**config.mk**
```make
export PLATFORM = sky130hd
export DESIGN_NAME = bwzz_interrupt_controller_flat
export DESIGN_NICKNAME = d
export VERILOG_FILES = /design/src/rtl/bwzz_interrupt_controller_pkg.sv /design/src/rtl/bwzz_interrupt_controller_if.sv /design/src/rtl/bwzz_interrupt_controller_irq_priority_encoder.sv /design/src/rtl/bwzz_interrupt_controller.sv /design/src/flat_wrapper.sv
export SDC_FILE = /design/constraint.sdc
export NUM_CORES = 1
export LEC_CHECK = 0
export ABC_AREA = 1
export BUFFER_PORTS_ARGS = -buffer_cell sky130_fd_sc_hd__buf_2
export CORE_UTILIZATION = 35
export CTS_BUF_LIST = sky130_fd_sc_hd__clkbuf_2
export DETAILED_ROUTE_END_ITERATION = 6
export PLACE_DENSITY = 0.6
export RECOVER_POWER = 25
export SLEW_MARGIN = 25
export SYNTH_ARGS = -nofsm -noshare
export SYNTH_HDL_FRONTEND = slang
export SYNTH_SLANG_ARGS = --single-unit
```
**constraint.sdc**
```tcl
create_clock -name clk -period 2.91 [get_ports clk]
set_clock_uncertainty 0.1 [all_clocks]
set_input_delay 0.4365 -clock clk [delete_from_list [all_inputs] [get_ports clk]]
set_output_delay 0.4365 -clock clk [all_outputs]
set_load 0.01 [all_outputs]
```
**src/rtl/bwzz_interrupt_controller_pkg.sv**
```systemverilog
// Shared types and sizing helpers for the interrupt controller slice.
package bwzz_interrupt_controller_pkg;

    // Controller phases: idle, pulse on the interrupt wire, waiting for ISR entry, ISR running.
    typedef enum logic [1:0] {
        IDLE       = 2'd0,
        ASSERT     = 2'd1,
        WAIT_ACK   = 2'd2,
        IN_SERVICE = 2'd3
    } irqState_t;

    // Width of an irq index.
    function automatic int idWidth(input int numIrq);
        return (numIrq < 2) ? 1 : $clog2(numIrq);
    endfunction

    // Width of the phase counter; it must reach max(pulseLen, ackTimeout) - 1.
    function automatic int cntWidth(input int pulseLen, input int ackTimeout);
        int m;
        m = (pulseLen > ackTimeout) ? pulseLen : ackTimeout;
        return $clog2(m + 1);
    endfunction

endpackage

```
**src/rtl/bwzz_interrupt_controller_if.sv**
```systemverilog
// Request/acknowledge bundle between the interrupt sources, the core and the controller.
interface bwzz_interrupt_controller_if
    import bwzz_interrupt_controller_pkg::*;
#(
    parameter int NUM_IRQ = 4
) ();
    localparam int ID_W = idWidth(NUM_IRQ);

    logic [NUM_IRQ-1:0] irqIn;
    logic               maskWe;
    logic [NUM_IRQ-1:0] maskData;
    logic               intAck;
    logic               intRet;
    logic               errClr;
    logic               interrupt;
    logic [31:0]        irqVector;
    logic [ID_W-1:0]    irqId;
    logic               inService;
    logic [NUM_IRQ-1:0] pending;
    logic               timeoutErr;

    // Source/core side.
    modport master (
        output irqIn, maskWe, maskData, intAck, intRet, errClr,
        input  interrupt, irqVector, irqId, inService, pending, timeoutErr
    );

    // Controller side.
    modport slave (
        input  irqIn, maskWe, maskData, intAck, intRet, errClr,
        output interrupt, irqVector, irqId, inService, pending, timeoutErr
    );
endinterface

```
**src/rtl/bwzz_interrupt_controller_irq_priority_encoder.sv**
```systemverilog
// Fixed-priority pick: lowest set index of the eligible vector wins.
module irq_priority_encoder #(
    parameter int NUM_IRQ = 4,
    parameter int ID_W    = 2
) (
    input  logic [NUM_IRQ-1:0] eligible,
    output logic               valid,
    output logic [ID_W-1:0]    idx
);
    assign valid = |eligible;

    // Scan high to low so the lowest set index is the last one written.
    always_comb begin
        idx = '0;
        for (int i = NUM_IRQ - 1; i >= 0; i--) begin
            if (eligible[i]) idx = ID_W'(i);
        end
    end
endmodule

```
**src/rtl/bwzz_interrupt_controller.sv**
```systemverilog
// Single-wire interrupt source: edge capture, masking, priority grant,
// fixed-length pulse to the core and ack/return tracking.
module bwzz_interrupt_controller
    import bwzz_interrupt_controller_pkg::*;
#(
    parameter int          NUM_IRQ     = 4,
    parameter logic [31:0] VEC_BASE    = 32'h0000_0010,
    parameter int          VEC_STRIDE  = 2,
    parameter int          PULSE_LEN   = 1,
    parameter int          ACK_TIMEOUT = 16
) (
    input logic clk,
    input logic reset,
    bwzz_interrupt_controller_if.slave bus
);
    localparam int ID_W  = idWidth(NUM_IRQ);
    localparam int CNT_W = cntWidth(PULSE_LEN, ACK_TIMEOUT);
    localparam logic [CNT_W-1:0] PULSE_LAST = CNT_W'(PULSE_LEN - 1);
    localparam logic [CNT_W-1:0] ACK_LAST   = CNT_W'(ACK_TIMEOUT - 1);

    irqState_t          state, stateNext;
    logic [NUM_IRQ-1:0] irqPrev, mask, pend;
    logic [CNT_W-1:0]   cnt;
    logic [ID_W-1:0]    grantId;
    logic [31:0]        vecReg;
    logic               errReg;
    logic               winValid, grant, timeout;
    logic [ID_W-1:0]    winId;
    logic [NUM_IRQ-1:0] eligible, pendSet, pendClr;

    assign eligible = pend & ~mask;

    irq_priority_encoder #(.NUM_IRQ(NUM_IRQ), .ID_W(ID_W)) uEnc (
        .eligible(eligible),
        .valid   (winValid),
        .idx     (winId)
    );

    // Next phase; ack beats the pulse/timeout expiry in the same cycle.
    always_comb begin
        stateNext = state;
        grant     = 1'b0;
        timeout   = 1'b0;
        case (state)
            IDLE: if (winValid) begin
                grant     = 1'b1;
                stateNext = ASSERT;
            end
            ASSERT: begin
                if (bus.intAck)            stateNext = IN_SERVICE;
                else if (cnt == PULSE_LAST) stateNext = WAIT_ACK;
            end
            WAIT_ACK: begin
                if (bus.intAck) stateNext = IN_SERVICE;
                else if (cnt == ACK_LAST) begin
                    stateNext = IDLE;
                    timeout   = 1'b1;
                end
            end
            IN_SERVICE: if (bus.intRet) stateNext = IDLE;
            default: stateNext = IDLE;
        endcase
    end

    // Phase register and per-phase cycle counter (restarts on every phase change).
    always_ff @(posedge clk or posedge reset) begin
        if (reset) begin
            state <= IDLE;
            cnt   <= '0;
        end else begin
            state <= stateNext;
            if (stateNext != state)                   cnt <= '0;
            else if (state inside {ASSERT, WAIT_ACK}) cnt <= cnt + 1'b1;
        end
    end

    // Grant id/vector are held from grant until the controller is back in IDLE.
    always_ff @(posedge clk or posedge reset) begin
        if (reset) begin
            grantId <= '0;
            vecReg  <= '0;
        end else if (grant) begin
            grantId <= winId;
            vecReg  <= VEC_BASE + 32'(winId) * 32'(VEC_STRIDE);
        end else if (stateNext == IDLE) begin
            grantId <= '0;
            vecReg  <= '0;
        end
    end

    // A timed-out grant is put back into pending so it is re-raised.
    assign pendSet = (bus.irqIn & ~irqPrev) | (timeout ? (NUM_IRQ'(1) << grantId) : '0);
    assign pendClr = grant ? (NUM_IRQ'(1) << winId) : '0;

    // Edge capture, pending (set wins over clear), mask and sticky timeout flag.
    always_ff @(posedge clk or posedge reset) begin
        if (reset) begin
            irqPrev <= '0;
            pend    <= '0;
            mask    <= '0;
            errReg  <= 1'b0;
        end else begin
            irqPrev <= bus.irqIn;
            pend    <= (pend & ~pendClr) | pendSet;
            if (bus.maskWe) mask <= bus.maskData;
            if (timeout)         errReg <= 1'b1;
            else if (bus.errClr) errReg <= 1'b0;
        end
    end

    assign bus.interrupt  = (state == ASSERT);
    assign bus.inService  = (state == IN_SERVICE);
    assign bus.irqId      = grantId;
    assign bus.irqVector  = vecReg;
    assign bus.pending    = pend;
    assign bus.timeoutErr = errReg;
endmodule

```
**src/flat_wrapper.sv**
```systemverilog
// flat-port wrapper written by rule: the top's interface ports become plain ports
module bwzz_interrupt_controller_flat import bwzz_interrupt_controller_pkg::*;
#(
    parameter int          NUM_IRQ     = 4,
    parameter logic [31:0] VEC_BASE    = 32'h0000_0010,
    parameter int          VEC_STRIDE  = 2,
    parameter int          PULSE_LEN   = 1,
    parameter int          ACK_TIMEOUT = 16
)
  (clk, reset, bus_irqIn, bus_maskWe, bus_maskData, bus_intAck, bus_intRet, bus_errClr, bus_interrupt, bus_irqVector, bus_irqId, bus_inService, bus_pending, bus_timeoutErr);
  bwzz_interrupt_controller_if #(.NUM_IRQ(NUM_IRQ)) bus_i ();
  input logic clk;
  input logic reset;
  input wire logic [$bits(bus_i.irqIn)-1:0] bus_irqIn;
  input wire logic [$bits(bus_i.maskWe)-1:0] bus_maskWe;
  input wire logic [$bits(bus_i.maskData)-1:0] bus_maskData;
  input wire logic [$bits(bus_i.intAck)-1:0] bus_intAck;
  input wire logic [$bits(bus_i.intRet)-1:0] bus_intRet;
  input wire logic [$bits(bus_i.errClr)-1:0] bus_errClr;
  output wire logic [$bits(bus_i.interrupt)-1:0] bus_interrupt;
  output wire logic [$bits(bus_i.irqVector)-1:0] bus_irqVector;
  output wire logic [$bits(bus_i.irqId)-1:0] bus_irqId;
  output wire logic [$bits(bus_i.inService)-1:0] bus_inService;
  output wire logic [$bits(bus_i.pending)-1:0] bus_pending;
  output wire logic [$bits(bus_i.timeoutErr)-1:0] bus_timeoutErr;
  assign bus_i.irqIn = bus_irqIn;
  assign bus_i.maskWe = bus_maskWe;
  assign bus_i.maskData = bus_maskData;
  assign bus_i.intAck = bus_intAck;
  assign bus_i.intRet = bus_intRet;
  assign bus_i.errClr = bus_errClr;
  assign bus_interrupt = bus_i.interrupt;
  assign bus_irqVector = bus_i.irqVector;
  assign bus_irqId = bus_i.irqId;
  assign bus_inService = bus_i.inService;
  assign bus_pending = bus_i.pending;
  assign bus_timeoutErr = bus_i.timeoutErr;
  bwzz_interrupt_controller #(.NUM_IRQ(NUM_IRQ), .VEC_BASE(VEC_BASE), .VEC_STRIDE(VEC_STRIDE), .PULSE_LEN(PULSE_LEN), .ACK_TIMEOUT(ACK_TIMEOUT)) u_core (.clk(clk), .reset(reset), .bus(bus_i));
endmodule
```
==> out/summary.txt <==
STATUS
--------------------------------------------------------------------------------
Run status                                                          complete, no violations

DETAILED ROUTING
--------------------------------------------------------------------------------
Ratio of routed vias to standard cells                                      4.05
Total Routed Length                                                      2.34 mm
Drt first-iter violations                                                     54
Number of design rule violations left after detail routing                     0
Routed wire per std cell                                                 9.23 µm
Via count                                                                   1029
Routed Antenna Nets                                                            0
Number of detailed-route iterations in the first pass                          4

TIMING
--------------------------------------------------------------------------------
Max-slew headroom at the worst pin                                         41.8%
Final worst path period share                                              67.7%
Final hold violation count                                                     0
Fmax achieved                                                            508 MHz
Post-route setup TNS                                                        0 ps
Final-report setup violation count                                             0
Pin slew with the least headroom to its limit                             873 ps
Clock period minus worst slack                                           1970 ps
Max-slew violations                                                            0
Unrepaired setup endpoints after global routing                               no

FLOORPLANNING
--------------------------------------------------------------------------------
Die Span Y                                                               66.8 µm
Num ports                                                                     55
DIE WIDTH                                                                66.8 µm
FP Rows                                                                       23
Effective utilization at floorplan                                         36.5%
Area of the core                                                        4030 µm²
Area of the die                                                         4460 µm²

POWER
--------------------------------------------------------------------------------
Fraction of power consumed by sequential logic                             38.1%
Internal power summed over all cells                                  0.000646 W
Total power per unit cell area                                        792 nW/µm²
Maximum VDD drop                                                        0.407 mV
Leakage dissipation                                                     0.848 nW
Net switching power                                                   0.000572 W
Proportion of power drawn by combinational gates                           51.5%
Clock power share                                                          10.4%
Switch share                                                               47.0%

LOGIC SYNTHESIS
--------------------------------------------------------------------------------
Number of register bits inferred by synthesis                                 23
Number of synthesized flops with an enable pin                                 0
Most area-hungry cell type in the Yosys netlist                          dfrtp_1
Warnings, synthesis                                                            0
Syn avg cell area                                                       8.21 µm²
Synth area leaders                                                  dfrtp_1 39%, buf_4 16%, nand2_1 7.4%, inv_1 7.2%, ha_1 6.8%
Distinct cells, synth                                                         23
Cells after Synth                                                            179
Fraction of the yosys area taken by sequential cells                       39.2%
Post-synth top area share                                                  39.2%
List of most frequent post-synthesis cells                          32 x buf_4, 29 x nand2_1, 28 x inv_1
Async set-or-reset flop fraction in the synthesized netlist                 100%
Most frequently used flop master after synthesis                         dfrtp_1
Post-Synthesis Cell Area                                                1470 µm²
Most instantiated library cell after synthesis                             buf_4

GLOBAL ROUTE
--------------------------------------------------------------------------------
Number of global-route vias before repair                                    893
Number of antenna violations at the first check in global routing              0
Global route total overflow                                                    0
Pin count of the biggest net entering global routing                          24
First-pass GRT wire length                                               3.86 mm
Global router's overall resource usage                                     11.6%

WORST SETUP PATH
--------------------------------------------------------------------------------
Critical Path Fanout Max                                                       5
Critical Setup Path Class                                           register to register
Worst Path Required                                                      3090 ps
Kind of capture point of the worst setup path                           register
Data arrival, critical path                                              2150 ps
Worst setup SP type                                                     register

CLOCKING
--------------------------------------------------------------------------------
Bufs on Longest Clock Path                                                     2
Clock buffer count from CTS                                                    3
Clock latency at the later pin of the worst-skew pair                     330 ps
Number of hold buffers added after CTS                                         0
Root buffer cell                                                        clkbuf_2
Clk pin slew, worst setup/hold paths                                      220 ps
Post-CTS sizing                                                                0
Buffer count from post-CTS setup fixing                                        0
H-Tree Depth                                                                   1
Number of sinks driven by the clock tree                                      23
Clock tree from TritonCTS                                                    yes

FINAL LAYOUT
--------------------------------------------------------------------------------
Area added between synthesis and finish                                    4.68%
Diodes inserted                                                                0
Net count reported at finish                                                 227
Number of standard cells in the final layout excluding fillers               254
Ratio of cells with drive above 1 in the final layout                      19.1%
End-of-flow core utilization                                               38.2%

PLACED DESIGN
--------------------------------------------------------------------------------
RD Place Congestion                                                        0.817
Number of buffer cells added on primary ports                                 25
Number of placed cells counting well taps                                    250
Half-perimeter wire length of the detailed placement result              1.89 mm

MIN PATH
--------------------------------------------------------------------------------
Worst min-delay path category                                       input port to register

JOB
--------------------------------------------------------------------------------
Count of max-cap constraint violations                                         0

-- state kept, by name (all words and copies together) (netlist names) --
register / count
u_core.bus.irqId: 1
u_core.bus.pending: 4
u_core.bus.irqVector: 2
u_core.irqPrev: 4
u_core.state: 2
u_core.bus.timeoutErr: 1
u_core.mask: 4
u_core.cnt: 5
-- cell families after synthesis --
family,share of synthesized area [%]
xor gates and xnor gates,1.79
and+or+nand+nor,20.7
other,0.255
buffers and inverters,24.0
muxes,0.681
adders and majority gates,6.81
DFF,39.2
AOI/OAI and AO/OA,6.56
-- stage by stage --
step / worst slack (ps) / power [W] / cell area [µm²] / hold slack (ps)
6_report: 940 / 0.00122 / 1540 / 93.4
5_1_grt: 734 / 0.00133 / 1540 / 68.5
4_1_cts: 929 / 0.00123 / 1540 / 87.2
3_5_place_dp: 979 / 0.00110 / 1520 / 332
3_3_place_gp: 1020 / 0.00110 / 1520 / 326
2_1_floorplan: 1140 / 0.000985 / 1570 / 320
-- layout make-up --
cell class,instances,area (µm²)
clock inverter,1,5.00
fill,434,2490
inverter,30,113
multi-input combinational,122,646
tap,50,62.6
sequential,23,576
timing repair buffer,25,121
clock buffer,3,15.0
-- power groups by stage --
stage,clock network (W),registers [W],logic [W]
finish,0.000127,0.000464,0.000627
global route,0.000143,0.000477,0.000712
CTS,0.000132,0.000466,0.000633
detailed placement,0,0.000472,0.000629
global placement,0,0.000468,0.000628
floorplan,0,0.000474,0.000510
-- layout by cell type (no fill, tap or decap), drive strengths merged --
cell type and count:
a21oi 2, and3 1, buf 22, clkbuf 6, clkinv 1, conb 29
dfrtp 23, ha 8, inv 30, mux2i 1, nand2 40, nand3 9
nand4 2, nor2 12, o211ai 4, o21ai 10, o22ai 1, xnor2 1
xor2 2
-- routing by layer --
metal	routed length [µm]	GRT usage, %	share of wire (%)	up-vias
met5	0	0	0	-
li1	-	-	-	538
met1	1260	17.5	54	450
met4	32	4.79	1.4	0
met3	89	1.54	3.8	4
met2	959	16.4	41	37
-- path summary, 6_finish.rpt --
path / slack [ps] / to / startpoint / cells after the start
setup / recovery: 940 / u_core.cnt[4]$_DFFE_PP0P_ / u_core.cnt[0]$_DFFE_PP0P_ / 14
hold / removal: 90 / u_core.irqPrev[3]$_DFF_PP0_ / bus_irqIn[3] / 1
setup reg to reg: 940 / u_core.cnt[4]$_DFFE_PP0P_ / u_core.cnt[0]$_DFFE_PP0P_ / 14
hold reg to reg: 360 / u_core.bus.pending[1]$_DFF_PP0_ / u_core.irqPrev[1]$_DFF_PP0_ / 1
max in group asynchronous: 2040 / u_core.cnt[0]$_DFFE_PP0P_ / reset / 2
min in group asynchronous: 140 / u_core.irqPrev[2]$_DFF_PP0_ / reset / 2
-- worst max-delay path: stages, from the launching register on --
cell     delay [ps]
dfrtp_1         460
ha_1            220
and3_1          180
ha_1            180
inv_1            50
nand2_1          40
o21ai_1          90
inv_1            50
nand2_1          60
nand2_1          60
nand2_2          90
nand2_1          50
nand2_1          90
nand2_2          80
nor2_1           90
Note: power is estimated with default switching activity, not from simulation.
